$ cat src/rtl/muldiv_unit.sv
// Iterative RV M-extension multiply/divide unit, one radix-2 step per cycle.
// Constant XLEN-cycle latency for every op; flush aborts, rst returns to idle.
module muldiv_unit #(
  parameter int XLEN = 32
) (
  input  logic            clk,
  input  logic            rst,
  input  logic            in_valid,
  output logic            in_ready,
  input  logic [2:0]      op,
  input  logic [XLEN-1:0] a,
  input  logic [XLEN-1:0] b,
  input  logic            flush,
  output logic            out_valid,
  input  logic            out_ready,
  output logic [XLEN-1:0] result,
  output logic            zero
);

  // state | meaning
  // IDLE  | waiting for a request, in_ready=1
  // CALC  | one shift-add / shift-subtract step per cycle
  // DONE  | result presented until consumed or flushed
  typedef enum logic [1:0] {IDLE, CALC, DONE} state_t;

  localparam int CW = (XLEN > 1) ? $clog2(XLEN) : 1;

  state_t state, state_nx;

  logic [CW-1:0]   cnt;
  logic [2:0]      op_q;
  logic            neg_q, neg_rem_q, div_zero_q;
  logic [XLEN:0]   acc, acc_nx;
  logic [XLEN-1:0] lo, lo_nx;
  logic [XLEN:0]   mcand;

  logic            accept, last;
  logic            a_signed, b_signed, a_neg, b_neg;
  logic [XLEN:0]   a_mag, b_mag;

  logic [XLEN:0]     sum, shifted;
  logic [XLEN+1:0]   diff;
  logic [2*XLEN-1:0] prod, prod_s;
  logic [XLEN-1:0]   quot_s, rem_s, res_fin;

  assign in_ready  = (state == IDLE);
  assign out_valid = (state == DONE);
  assign accept    = (state == IDLE) && in_valid && !flush;
  assign last      = (cnt == CW'(XLEN-1));

  // MUL/MULH/MULHSU/DIV/REM treat rs1 as signed; MUL/MULH/DIV/REM treat rs2 as signed
  assign a_signed = op[2] ? ~op[0] : (op[1:0] != 2'b11);
  assign b_signed = op[2] ? ~op[0] : ~op[1];
  assign a_neg    = a_signed & a[XLEN-1];
  assign b_neg    = b_signed & b[XLEN-1];
  assign a_mag    = a_neg ? -{1'b1, a} : {1'b0, a};
  assign b_mag    = b_neg ? -{1'b1, b} : {1'b0, b};

  always_ff @(posedge clk or posedge rst) begin
    if (rst) state <= IDLE;
    else     state <= state_nx;
  end

  always_comb begin
    state_nx = state;
    case (state)
      IDLE:    if (accept) state_nx = CALC;
      CALC:    if (flush) state_nx = IDLE;
               else if (last) state_nx = DONE;
      DONE:    if (flush || out_ready) state_nx = IDLE;
      default: state_nx = IDLE;
    endcase
  end

  // Multiply: {acc, lo} shifts right with the multiplier consumed from lo[0].
  // Divide: {acc, lo} shifts left, quotient bits enter lo[0].
  always_comb begin
    acc_nx  = acc;
    lo_nx   = lo;
    sum     = '0;
    shifted = '0;
    diff    = '0;
    if (op_q[2]) begin
      shifted = {acc[XLEN-1:0], lo[XLEN-1]};
      diff    = {1'b0, shifted} - {1'b0, mcand};
      acc_nx  = diff[XLEN+1] ? shifted : diff[XLEN:0];
      lo_nx   = {lo[XLEN-2:0], ~diff[XLEN+1]};
    end else begin
      sum    = acc + (lo[0] ? mcand : '0);
      acc_nx = {1'b0, sum[XLEN:1]};
      lo_nx  = {sum[0], lo[XLEN-1:1]};
    end
  end

  always_comb begin
    prod   = {acc_nx[XLEN-1:0], lo_nx};
    prod_s = neg_q ? -prod : prod;
    quot_s = div_zero_q ? '1 : (neg_q ? -lo_nx : lo_nx);
    rem_s  = neg_rem_q ? -acc_nx[XLEN-1:0] : acc_nx[XLEN-1:0];
    if (!op_q[2])
      res_fin = (op_q[1:0] == 2'b00) ? prod_s[XLEN-1:0] : prod_s[2*XLEN-1:XLEN];
    else
      res_fin = op_q[1] ? rem_s : quot_s;
  end

  always_ff @(posedge clk or posedge rst) begin
    if (rst) begin
      cnt        <= '0;
      op_q       <= '0;
      neg_q      <= 1'b0;
      neg_rem_q  <= 1'b0;
      div_zero_q <= 1'b0;
      acc        <= '0;
      lo         <= '0;
      mcand      <= '0;
      result     <= '0;
      zero       <= 1'b1;
    end else if (accept) begin
      cnt        <= '0;
      op_q       <= op;
      neg_q      <= a_neg ^ b_neg;
      neg_rem_q  <= a_neg;
      div_zero_q <= (b == '0);
      acc        <= '0;
      lo         <= op[2] ? a_mag[XLEN-1:0] : b_mag[XLEN-1:0];
      mcand      <= op[2] ? b_mag : a_mag;
    end else if (state == CALC && !flush) begin
      acc <= acc_nx;
      lo  <= lo_nx;
      cnt <= cnt + 1'b1;
      if (last) begin
        result <= res_fin;
        zero   <= (res_fin == '0);
      end
    end
  end

endmodule

$ cat config.mk
export PLATFORM = sky130hd
export DESIGN_NAME = muldiv_unit
export DESIGN_NICKNAME = d
export VERILOG_FILES = /design/src/rtl/muldiv_unit.sv
export SDC_FILE = /design/constraint.sdc
export NUM_CORES = 1
export LEC_CHECK = 0
export ABC_AREA = 1
export CORE_MARGIN = 2
export CORE_UTILIZATION = 35
export DETAILED_ROUTE_END_ITERATION = 10
export PLACE_DENSITY = 0.49
export REMOVE_ABC_BUFFERS = 1
export SLEW_MARGIN = 25
export SYNTH_ARGS = -nofsm -noshare
export SYNTH_HDL_FRONTEND = slang
export SYNTH_SLANG_ARGS = --single-unit
$ cat constraint.sdc
create_clock -name clk -period 10.3 [get_ports clk]
set_clock_uncertainty 0.1 [all_clocks]
set_input_delay 1.03 -clock clk [delete_from_list [all_inputs] [get_ports clk]]
set_output_delay 1.03 -clock clk [all_outputs]
set_load 0.05 [all_outputs]
==> results.txt <==
Async SR Flop Fraction -> 100%
Synth Cell Area -> 17700 sq um
R2R depth -> 31
final setup fails -> 0
YS warnings -> 0
first-pass GRT wire length -> 129000 microns
Worst Path Arrival -> 6.04 ns
slew margin rel. -> 30.0%
min-delay src -> cnt[3]
Post-CTS Setup Inserts -> 0
HP Class -> reg -> reg
status -> finished clean
most frequent CP cell -> nand2_1
Worst Setup Path Type -> reg -> reg
Post-Syn Instances -> 3076
final net count -> 3268
largest family of logic cells by synthesized area -> simple AND/OR/NAND/NOR gates
post-placement cell area -> 19300 sq um
PwrDens -> 330 nW/um^2
Simple-Gate Fraction of Synth Area -> 40.7%
wire length per cell -> 22.8 microns
TritonCTS buffer count -> 17
CTS tree -> done
leakage power -> 10.4 nW
die width -> 229 microns
gr ovfl total -> 0
DP HPWL -> 70200 microns
ANT nets after route -> 0
Die Span Y -> 229 microns
Worst EP required -> 10.62 ns
Setup crit end kind -> flop
clk slew on worst S/H paths -> 0.07 ns
Seq/Total Area, Yosys -> 20.4%
Final period util -> 55.5%
Max Fanout on Critical Path -> 40
row count -> 82
Core Box Area -> 50100 sq um
Starting Density -> 35.3%
Synth cell types -> 57
post-route cell area -> 19900 sq um
number of max-cap violations -> 0
reg-to-reg startpoint -> mcand[16]
fin. max-slew vios -> 0
Detailed Routing Iterations Pass 1 -> 6
WHS Endpoint -> cnt[3]
clock latency on the worst-skew pair -> 0.49 ns
Top FF cell, synth -> dfrtp_1
drc violations -> 0
fmax -> 175 MHz
post-synthesis xor/xnor area fraction -> 5.30%
CP peak stage delay -> 0.57 ns
VDD IR max -> 0.164 mV
RSZ-0062 raised after global routing -> false
area of the die -> 52400 sq um
Root Buffer -> clkbuf_16
Post-synth EDFFs -> 0
#FFs+latches synth -> 144
Global Route Usage Sum -> 33.0%
Total Power -> 6.57 mW
post-synthesis mux area share -> 0%
Hold Fails Final Rpt -> 0
post-cts hold buffer count -> 0
worst-margin pin slew -> 1.04 ns
CTS Sinks -> 144
adder-cell share of the synthesized area -> 5.25%
Synth area leaders -> dfrtp_1, nand2_1, inv_1
Synth top area share -> 20.2%
Area Growth Syn to Fin -> 12.5%
Reg2Reg Setup Slack -> 4.59 ns
Post-Route WL -> 86900 microns
share of layout cells above drive strength 1 -> 5.26%
post-layout minimum cycle time -> 5.71 ns
Syn Area/Cell -> 5.75 sq um
TNS Setup -> 0 ns
IO Port Bufs -> 106
vias in the first global route -> 19800
clk buf depth -> 2
Worst setup SP type -> flop
vias per cell -> 5.45
routability cong. -> 1.06
Detailed Route Iter0 Violations -> 2074
PostCTS Resize Cnt -> 0
I/O Pins -> 107
hold path cells -> 1
Worst path slowest cell -> nand2_4
Synth area leader -> dfrtp_1
via count -> 20800
Synth Area in Compound Gates -> 15.2%
largest net degree at the start of global routing -> 68
initial antenna violation count -> 2
H-tree depth -> 4
RR Endpoint -> zero
logic make-up after synthesis:
kind of cell | Yosys count
AO/OA/AOI/OAI | 465
flip-flops | 144
buffers and inverters | 601
adder cells (fa/ha/maj) | 73
XOR/XNOR | 107
AND/OR/NAND/NOR | 1686
registers in the layout (all words and copies together), names as in the netlist:
name,flops
op_q,3
acc,33
neg_rem_q,1
mcand,33
state,2
neg_q,1
zero,1
div_zero_q,1
cnt,5
result,32
lo,32
cell usage in the layout (no fill, tap or decap), drive strengths merged, types with 31 or more instances in the layout:
| cell | count |
|---|---|
| nand2 | 972 |
| inv | 500 |
| nand3 | 303 |
| nor2 | 297 |
| o21ai | 224 |
| dfrtp | 143 |
| clkdlybuf4s50 | 106 |
| a21oi | 85 |
| xor2 | 79 |
| ha | 71 |
| nor3 | 38 |
| nand4 | 35 |
| o211ai | 34 |
| a31oi | 31 |
worst max-delay path: cells and delay by family (launching register included):
kind,cells,cell delay (ns)
AO/OA/AOI/OAI,1,0.16
adder cells (fa/ha/maj),2,0.78
AND/OR/NAND/NOR,22,3.42
flip-flops,1,0.55
buffers and inverters,6,0.59
power breakdown:
group	switching (mW)	total [mW]	internal, mW	leakage [nW]
Sequential	0.206	0.899	0.693	1.85
Clock	0.320	0.647	0.327	0.284
Combinational	3.65	5.02	1.37	8.25
worst max-delay path by stage:
stage,start,to,slack [ns],cells past startpoint
after CTS,mcand[24],zero,4.69,27
final,mcand[16],zero,4.59,31
after floorplan,op_q[2],zero,4.48,24
after global routing,mcand[24],zero,4.23,27
after detailed placement,mcand[24],zero,4.72,27
after global placement,mcand[24],zero,4.69,27
layer usage:
layer / global-route usage (%) / vias up / routed length, microns
met3: 3.92 / 137 / 5360
met2: 52.9 / 862 / 39100
met5: 0 / - / 0
met4: 15.2 / 0 / 4050
met1: 44.2 / 9833 / 38500
li1: - / 9931 / -
final cells by class:
class / instances / area, sq um
fill: 5705 / 30200
multi-input combinational: 2331 / 11800
sequential: 144 / 3610
inverter: 497 / 1870
timing repair buffer: 132 / 1260
tap: 672 / 841
clock buffer: 18 / 439
clock inverter: 14 / 138
antenna: 1 / 2.50
synthesized netlist by cell type (7+ instances only):
| master | n |
|---|---|
| nand2_1 | 943 |
| inv_1 | 480 |
| nand3_1 | 297 |
| nor2_1 | 275 |
| o21ai_0 | 204 |
| dfrtp_1 | 143 |
| a21oi_1 | 82 |
| xor2_1 | 79 |
| ha_1 | 71 |
| clkbuf_1 | 62 |
| nand4_1 | 35 |
| nor3_1 | 34 |
| o211ai_1 | 34 |
| a31oi_1 | 31 |
| o22ai_1 | 28 |
| xnor2_1 | 28 |
| nand2_2 | 26 |
| a22oi_1 | 19 |
| o21ai_1 | 19 |
| or2_2 | 19 |
| buf_2 | 18 |
| buf_1 | 15 |
| nor2_2 | 15 |
| inv_2 | 12 |
| nand3b_1 | 12 |
| o221ai_1 | 10 |
| o21a_1 | 9 |
| nor2_4 | 7 |
| o21bai_1 | 7 |
through the flow:
| step | setup slack, ns | cells | util (%) | hold slack [ns] |
|---|---|---|---|---|
| 5_1_grt | 4.23 | 3808 | 39.8 | 0.391 |
| 2_1_floorplan | 4.48 | 2972 | - | 0.338 |
| 4_1_cts | 4.69 | 3808 | 39.8 | 0.381 |
| 3_3_place_gp | 4.69 | 3776 | 38.6 | 0.363 |
| 3_5_place_dp | 4.72 | 3776 | 38.6 | 0.371 |
| 6_report | 4.59 | 3809 | 39.8 | 0.381 |
Note: power is estimated with default switching activity, not from simulation.
